==> src/rtl/cu_dcdr_pipe_if.sv <==
// Handshake and control-bundle signals between the IF/ID register, the decode stage and EX.
// master = surrounding pipeline (drives instr/flush/out_ready), slave = the decode stage.
interface cu_dcdr_pipe_if;
  logic        in_valid;
  logic        in_ready;
  logic [31:0] instr;
  logic        flush;
  logic        out_valid;
  logic        out_ready;
  logic [3:0]  alu_fun;
  logic [1:0]  alu_srcA;
  logic [2:0]  alu_srcB;
  logic [1:0]  rf_wr_sel;
  logic        regWrite;
  logic        memWrite;
  logic        memRead2;
  logic        csr_WE;
  logic        mret_exec;
  logic [2:0]  mdu_op;
  logic        mdu_sel;
  logic        mdu_start;
  logic        mdu_abort;
  logic        illegal;

  modport master (
    output in_valid, instr, flush, out_ready,
    input  in_ready, out_valid, alu_fun, alu_srcA, alu_srcB, rf_wr_sel, regWrite,
           memWrite, memRead2, csr_WE, mret_exec, mdu_op, mdu_sel, mdu_start,
           mdu_abort, illegal
  );

  modport slave (
    input  in_valid, instr, flush, out_ready,
    output in_ready, out_valid, alu_fun, alu_srcA, alu_srcB, rf_wr_sel, regWrite,
           memWrite, memRead2, csr_WE, mret_exec, mdu_op, mdu_sel, mdu_start,
           mdu_abort, illegal
  );
endinterface

==> src/rtl/cu_dcdr_pipe.sv <==
// Registered OTTER control-unit decoder with valid/ready handshakes, flush and illegal flagging.
// Define OTTER_MEXT_EN to enable RV32M decode and the multi-cycle MDU wait state.
module cu_dcdr_pipe #(
  parameter int MUL_LAT = 2,
  parameter int DIV_LAT = 34
) (
  input logic           CLK,
  input logic           RST,
  cu_dcdr_pipe_if.slave io
);
  localparam int MAX_LAT = (MUL_LAT > DIV_LAT) ? MUL_LAT : DIV_LAT;
  localparam int CNT_W   = $clog2(MAX_LAT + 1);

`ifdef OTTER_MEXT_EN
  localparam bit MEXT_EN = 1'b1;
`else
  localparam bit MEXT_EN = 1'b0;
`endif

  localparam logic [6:0] OP_R      = 7'b0110011;
  localparam logic [6:0] OP_IMM    = 7'b0010011;
  localparam logic [6:0] OP_LOAD   = 7'b0000011;
  localparam logic [6:0] OP_STORE  = 7'b0100011;
  localparam logic [6:0] OP_LUI    = 7'b0110111;
  localparam logic [6:0] OP_AUIPC  = 7'b0010111;
  localparam logic [6:0] OP_JAL    = 7'b1101111;
  localparam logic [6:0] OP_JALR   = 7'b1100111;
  localparam logic [6:0] OP_BRANCH = 7'b1100011;
  localparam logic [6:0] OP_SYS    = 7'b1110011;

  typedef enum logic {S_RUN, S_MDU_BUSY} state_t;

  typedef struct packed {
    logic [3:0] alu_fun;
    logic [1:0] alu_srcA;
    logic [2:0] alu_srcB;
    logic [1:0] rf_wr_sel;
    logic       reg_write;
    logic       mem_write;
    logic       mem_read2;
    logic       csr_we;
    logic       mret_exec;
    logic [2:0] mdu_op;
    logic       mdu_sel;
    logic       illegal;
  } bundle_t;

  state_t           state;
  logic [CNT_W-1:0] cnt;
  logic [CNT_W-1:0] lat_m1;
  bundle_t          dec;
  bundle_t          bundle;
  logic             out_valid;
  logic             mdu_start;
  logic             mdu_abort;
  logic             accept;

  logic [6:0] opcode;
  logic [2:0] f3;
  logic [6:0] f7;

  assign opcode = io.instr[6:0];
  assign f3     = io.instr[14:12];
  assign f7     = io.instr[31:25];

  always_comb begin
    // NOTE: every field gets a default first, so no path through the case infers a latch.
    dec = '0;
    case (opcode)
      OP_R: begin
        if (f7 == 7'b0000000 || f7 == 7'b0100000) begin
          dec.alu_fun   = {f7[5], f3};
          dec.rf_wr_sel = 2'd3;
          dec.reg_write = 1'b1;
        end else if (MEXT_EN && f7 == 7'b0000001) begin
          dec.mdu_sel   = 1'b1;
          dec.mdu_op    = f3;
          dec.rf_wr_sel = 2'd3;
          dec.reg_write = 1'b1;
        end else begin
          dec.illegal = 1'b1;
        end
      end
      OP_IMM: begin
        dec.alu_srcB = 3'd1;
        dec.alu_fun  = (f3 == 3'b101) ? {f7[5], f3} : {1'b0, f3};
      end
      OP_LOAD: begin
        dec.alu_srcB  = 3'd1;
        dec.mem_read2 = 1'b1;
        dec.rf_wr_sel = 2'd2;
        dec.reg_write = 1'b1;
      end
      OP_STORE: begin
        dec.alu_srcB  = 3'd2;
        dec.mem_write = 1'b1;
      end
      OP_LUI: begin
        dec.alu_srcA  = 2'd1;
        dec.alu_fun   = 4'b1001;
        dec.rf_wr_sel = 2'd3;
        dec.reg_write = 1'b1;
      end
      OP_AUIPC: begin
        dec.alu_srcA  = 2'd1;
        dec.alu_srcB  = 3'd3;
        dec.rf_wr_sel = 2'd3;
        dec.reg_write = 1'b1;
      end
      OP_JAL, OP_JALR: dec.reg_write = 1'b1;
      OP_BRANCH: ;
      OP_SYS: begin
        // CSRRW/CSRRS/CSRRC share the write path and differ only in ALU setup.
        case (f3)
          3'b000: dec.mret_exec = 1'b1;
          3'b001, 3'b010, 3'b011: begin
            dec.csr_we    = 1'b1;
            dec.reg_write = 1'b1;
            dec.rf_wr_sel = 2'd1;
            dec.alu_fun   = (f3 == 3'b001) ? 4'b1001 : (f3 == 3'b010) ? 4'b0110 : 4'b0111;
            dec.alu_srcB  = (f3 == 3'b001) ? 3'd0 : 3'd4;
            dec.alu_srcA  = (f3 == 3'b011) ? 2'd2 : 2'd0;
          end
          default: dec.illegal = 1'b1;
        endcase
      end
      default: dec.illegal = 1'b1;
    endcase
  end

  assign lat_m1 = dec.mdu_op[2] ? CNT_W'(DIV_LAT - 1) : CNT_W'(MUL_LAT - 1);

  // Reset is folded in so in_ready reads 0 alongside every registered output while RST is high.
  assign io.in_ready = !RST && (state == S_RUN) && (!out_valid || io.out_ready) && !io.flush;
  assign accept      = io.in_valid && io.in_ready;

  always_ff @(posedge CLK or posedge RST) begin
    if (RST) begin
      state     <= S_RUN;
      cnt       <= '0;
      bundle    <= '0;
      out_valid <= 1'b0;
      mdu_start <= 1'b0;
      mdu_abort <= 1'b0;
    end else begin
      // NOTE: non-blocking assignments keep every register sampling pre-edge values.
      mdu_start <= 1'b0;
      mdu_abort <= 1'b0;
      if (io.flush) begin
        out_valid <= 1'b0;
        state     <= S_RUN;
        cnt       <= '0;
        mdu_abort <= (state == S_MDU_BUSY);
      end else begin
        case (state)
          S_RUN: begin
            if (accept) begin
              bundle <= dec;
              if (dec.mdu_sel) begin
                state     <= S_MDU_BUSY;
                cnt       <= lat_m1;
                mdu_start <= 1'b1;
                out_valid <= 1'b0;
              end else begin
                out_valid <= 1'b1;
              end
            end else if (io.out_ready) begin
              out_valid <= 1'b0;
            end
          end
          S_MDU_BUSY: begin
            if (cnt == '0) begin
              out_valid <= 1'b1;
              state     <= S_RUN;
            end else begin
              cnt <= cnt - 1'b1;
            end
          end
          default: state <= S_RUN;
        endcase
      end
    end
  end

  assign io.out_valid = out_valid;
  assign io.alu_fun   = bundle.alu_fun;
  assign io.alu_srcA  = bundle.alu_srcA;
  assign io.alu_srcB  = bundle.alu_srcB;
  assign io.rf_wr_sel = bundle.rf_wr_sel;
  assign io.regWrite  = bundle.reg_write;
  assign io.memWrite  = bundle.mem_write;
  assign io.memRead2  = bundle.mem_read2;
  assign io.csr_WE    = bundle.csr_we;
  assign io.mret_exec = bundle.mret_exec;
  assign io.mdu_op    = bundle.mdu_op;
  assign io.mdu_sel   = bundle.mdu_sel;
  assign io.mdu_start = mdu_start;
  assign io.mdu_abort = mdu_abort;
  assign io.illegal   = bundle.illegal;
endmodule

==> src/flat_wrapper.sv <==
// flat-port wrapper written by rule: the top's interface ports become plain ports
module cu_dcdr_pipe_flat 
#(
  parameter int MUL_LAT = 2,
  parameter int DIV_LAT = 34
)
  (CLK, RST, io_in_valid, io_instr, io_flush, io_out_ready, io_in_ready, io_out_valid, io_alu_fun, io_alu_srcA, io_alu_srcB, io_rf_wr_sel, io_regWrite, io_memWrite, io_memRead2, io_csr_WE, io_mret_exec, io_mdu_op, io_mdu_sel, io_mdu_start, io_mdu_abort, io_illegal);
  cu_dcdr_pipe_if io_i ();
  input logic CLK;
  input logic RST;
  input wire logic [$bits(io_i.in_valid)-1:0] io_in_valid;
  input wire logic [$bits(io_i.instr)-1:0] io_instr;
  input wire logic [$bits(io_i.flush)-1:0] io_flush;
  input wire logic [$bits(io_i.out_ready)-1:0] io_out_ready;
  output wire logic [$bits(io_i.in_ready)-1:0] io_in_ready;
  output wire logic [$bits(io_i.out_valid)-1:0] io_out_valid;
  output wire logic [$bits(io_i.alu_fun)-1:0] io_alu_fun;
  output wire logic [$bits(io_i.alu_srcA)-1:0] io_alu_srcA;
  output wire logic [$bits(io_i.alu_srcB)-1:0] io_alu_srcB;
  output wire logic [$bits(io_i.rf_wr_sel)-1:0] io_rf_wr_sel;
  output wire logic [$bits(io_i.regWrite)-1:0] io_regWrite;
  output wire logic [$bits(io_i.memWrite)-1:0] io_memWrite;
  output wire logic [$bits(io_i.memRead2)-1:0] io_memRead2;
  output wire logic [$bits(io_i.csr_WE)-1:0] io_csr_WE;
  output wire logic [$bits(io_i.mret_exec)-1:0] io_mret_exec;
  output wire logic [$bits(io_i.mdu_op)-1:0] io_mdu_op;
  output wire logic [$bits(io_i.mdu_sel)-1:0] io_mdu_sel;
  output wire logic [$bits(io_i.mdu_start)-1:0] io_mdu_start;
  output wire logic [$bits(io_i.mdu_abort)-1:0] io_mdu_abort;
  output wire logic [$bits(io_i.illegal)-1:0] io_illegal;
  assign io_i.in_valid = io_in_valid;
  assign io_i.instr = io_instr;
  assign io_i.flush = io_flush;
  assign io_i.out_ready = io_out_ready;
  assign io_in_ready = io_i.in_ready;
  assign io_out_valid = io_i.out_valid;
  assign io_alu_fun = io_i.alu_fun;
  assign io_alu_srcA = io_i.alu_srcA;
  assign io_alu_srcB = io_i.alu_srcB;
  assign io_rf_wr_sel = io_i.rf_wr_sel;
  assign io_regWrite = io_i.regWrite;
  assign io_memWrite = io_i.memWrite;
  assign io_memRead2 = io_i.memRead2;
  assign io_csr_WE = io_i.csr_WE;
  assign io_mret_exec = io_i.mret_exec;
  assign io_mdu_op = io_i.mdu_op;
  assign io_mdu_sel = io_i.mdu_sel;
  assign io_mdu_start = io_i.mdu_start;
  assign io_mdu_abort = io_i.mdu_abort;
  assign io_illegal = io_i.illegal;
  cu_dcdr_pipe #(.MUL_LAT(MUL_LAT), .DIV_LAT(DIV_LAT)) u_core (.CLK(CLK), .RST(RST), .io(io_i));
endmodule
==> config.mk <==
export PLATFORM = sky130hd
export DESIGN_NAME = cu_dcdr_pipe_flat
export DESIGN_NICKNAME = d
export VERILOG_FILES = /design/src/rtl/cu_dcdr_pipe_if.sv /design/src/rtl/cu_dcdr_pipe.sv /design/src/flat_wrapper.sv
export SDC_FILE = /design/constraint.sdc
export NUM_CORES = 1
export LEC_CHECK = 0
export BUFFER_PORTS_ARGS = -buffer_cell sky130_fd_sc_hd__buf_2
export CAP_MARGIN = 15
export CORE_UTILIZATION = 44
export CTS_CLUSTER_SIZE = 14
export DETAILED_ROUTE_END_ITERATION = 6
export PLACE_DENSITY_LB_ADDON = 0.05
export RECOVER_POWER = 50
export SLEW_MARGIN = 10
export SYNTH_ARGS = -nofsm -noshare
export SYNTH_HDL_FRONTEND = slang
export SYNTH_SLANG_ARGS = --single-unit
==> constraint.sdc <==
create_clock -name CLK -period 1.35 [get_ports CLK]
set_input_delay 0.2025 -clock CLK [delete_from_list [all_inputs] [get_ports CLK]]
set_output_delay 0.2025 -clock CLK [all_outputs]
set_load 0.02 [all_outputs]
==> results.ini <==
[grt]
first_global_vias = 1371
grt_max_degree = 25
antenna_found_initial = 0
grt_overflow = 0
grtUsageTotal_pct = 21.50
grt_pass1_wl_microns = 6051

[pwr]
p_total_mw = 1.594
cellPowerDensity_mw_per_mm2 = 668.5
ir_worst_vdd_uv = 690.9
power_leakage_nw = 1.180

[synth]
ys.flop_type = dfrtp_1
synth_cell_type_count = 54
synth.avg_cell_area_sq_um = 9.212
ys_warn_count = 0
synth_enable_flop_cells = 0
ys_async_sr_fraction_pct = 100.0
ys_ff_latch = 26
netlist_instances = 171
ys_seq_area_share_pct = 41.30
synth_area_sq_mm = 0.001575

[floorplan]
die_area_sq_mm = 0.003824
fp-row-count = 21
fp.dieW_microns = 61.84
core_sq_mm = 0.003390
initial_core_util_pct = 46.47
ios = 62
die_h_microns = 61.84

[route]
via_per_inst = 5.256
wl_microns = 4215
ant_nets = 0
avgRoutedWirePerCell_microns = 14.00
drc_errors = 0
num_vias = 1582
dr.pass1.iters = 4
drtIter0Drc = 88

[sta]
tns_ns = -1.660
setup_violations = 24
worst_slack_ns = -0.1526
final_hold_viol_count = 0
post-route-period-util_pct = 111.3
slew_headroom_pct = 60.61
rsz0062_at_grt = yes
finClkSkew_ns = 0.01043
hold_slack_ns = 0.1254
period_needed_ns = 1.503
maxSlewViolCount = 0
fmax_mhz = 665.5
worst_slew_pin_slew_ns = 0.5908

[clocking]
cts.clk_slew.worst_paths_ns = 0.15
ctsRootBufferMaster = clkbuf_4
cts_made_buffers = 3
clk_latency_ns = 0.33
cts.path.max_buffers = 2
clock-sinks = 26
cts_tree = yes
htreeDepth = 1

[finish]
final_cells = 301
post-route-util_pct = 70.36
drive_gt1_share_pct = 50.59
antenna_cells = 0
final_nets = 295
final_cell_mix = buf_2, buf_4, dfrtp_1
area_growth_pct = 51.39
finish.instance_area_sq_mm = 0.002385
layout_commonest_cell = buf_2

[placed_design]
dp_cells = 276
post_dp_cell_area_sq_mm = 0.001984
dp_hpwl_microns = 2882
port_buffers = 41
gp_congestion = 0.7902
post-place-ws_ns = -0.1509

[min_path]
min_path_type = input pin to flop

[setup_path]
required_ns = 1.58
cp_num_buf_inv = 1
crit_type = flop to flop
arrival_ns = 1.73
critPathCaptureType = flop
crit_slowest_cell = o41a_1
start_kind = flop
path_cells = inv_2 > ha_4 > nand2b_4 > o41a_1 > a41o_1
crit_fanout = 6
critPathTopFamily = compound AO/OA/AOI/OAI gates
max_stage_delay_ns = 0.43

[run]
maxCapViolations = 0

[run_status]
violations = negative setup slack
outcome = complete, but fails checks

area by class of cell:
type                            count  area (sq um)
Sequential cell                    26         650.6
Inverter                           11         42.54
Timing Repair Buffer               91         641.9
Tap cell                           46         57.56
Multi-Input combinational cell    123         955.9
Clock buffer                        4         36.28
Fill cell                         259          1005
report_power, final:
part	switching [mW]	internal (mW)	total [mW]	leakage, nW
registers	0.0142	0.805	0.820	0.352
logic	0.202	0.170	0.372	0.807
clock network	0.238	0.165	0.403	0.0210
total	0.454	1.14	1.59	1.18
path summary, 6_finish.rpt:
path	start	endpoint	slack (ns)	cells after the start
max in group asynchronous	RST	u_core.state$_DFF_PP0_	0.20	4
max	u_core.cnt[1]$_DFFE_PP0P_	u_core.cnt[3]$_DFFE_PP0P_	-0.15	5
min in group asynchronous	RST	u_core.io.alu_srcA[1]$_DFFE_PP0P_	0.53	4
max reg2reg	u_core.cnt[1]$_DFFE_PP0P_	u_core.cnt[3]$_DFFE_PP0P_	-0.15	5
min	io_instr[12]	u_core.io.alu_srcA[1]$_DFFE_PP0P_	0.13	3
min reg2reg	u_core.io.memRead2$_DFFE_PP0P_	u_core.io.memRead2$_DFFE_PP0P_	0.49	2
routing by layer:
| metal | global-route usage, % | wire, microns |
|---|---|---|
| met5 | 0 | 0 |
| met4 | 4.762 | 55 |
| met3 | 4.555 | 165 |
| met2 | 36.10 | 2080 |
| met1 | 28.63 | 1914 |
logic make-up (layout without fill, tap and decap cells):
family	after synthesis	after routing	share of synthesized area [%]
buffers and inverters	26	106	8.816
multiplexers	2	2	1.350
AO/OA/AOI/OAI	37	37	18.27
flip-flops	26	26	41.30
XOR/XNOR	1	1	0.5561
other	1	5	0.2381
AND/OR/NAND/NOR	75	75	27.25
adder cells (fa/ha/maj)	3	3	2.224
synth_stat cells, types with 2 or more instances:
cell type | number | share of area (%)
nand2_1 | 21 | 5.0
nor2_1 | 11 | 2.6
a21o_1 | 2 | 0.95
a41o_1 | 2 | 1.3
buf_2 | 3 | 0.95
or3_1 | 2 | 0.79
nor4_1 | 2 | 0.79
nand4_1 | 3 | 1.2
and3_1 | 2 | 0.79
o221a_2 | 3 | 2.1
a21oi_1 | 7 | 2.2
clkbuf_1 | 4 | 0.95
ha_1 | 2 | 1.6
nand2b_1 | 6 | 2.4
dfrtp_1 | 26 | 41
buf_6 | 2 | 1.4
o21ai_0 | 7 | 2.2
inv_1 | 11 | 2.6
buf_4 | 6 | 2.9
a31oi_1 | 4 | 1.6
nand3_1 | 7 | 2.2
nor3_1 | 6 | 1.9
timing repair:
action | CTS | global route
hold buffers | 1 | 0
setup endpoints to repair | 12 | 22
setup buffers | 11 | 8
pin swaps | 9 | 22
endpoints found under the hold margin | 26 | 0
resized for setup | 13 | 38
cloned | 0 | 2
tightest hold or removal path: stages:
cell     delay (ns)
buf_2          0.13
nand2_1        0.06
o21ai_1        0.05
sequential cells by signal, summed over array words and instances, names as in the netlist:
register / flops
u_core.cnt: 6
u_core.io.alu_fun: 4
u_core.io.alu_srcA: 2
u_core.io.alu_srcB: 3
u_core.io.csr_WE: 1
u_core.io.illegal: 1
u_core.io.mdu_abort: 1
u_core.io.memRead2: 1
u_core.io.memWrite: 1
u_core.io.mret_exec: 1
u_core.io.out_valid: 1
u_core.io.regWrite: 1
u_core.io.rf_wr_sel: 2
u_core.state: 1
No activity file was read; power rests on OpenSTA's default activity.
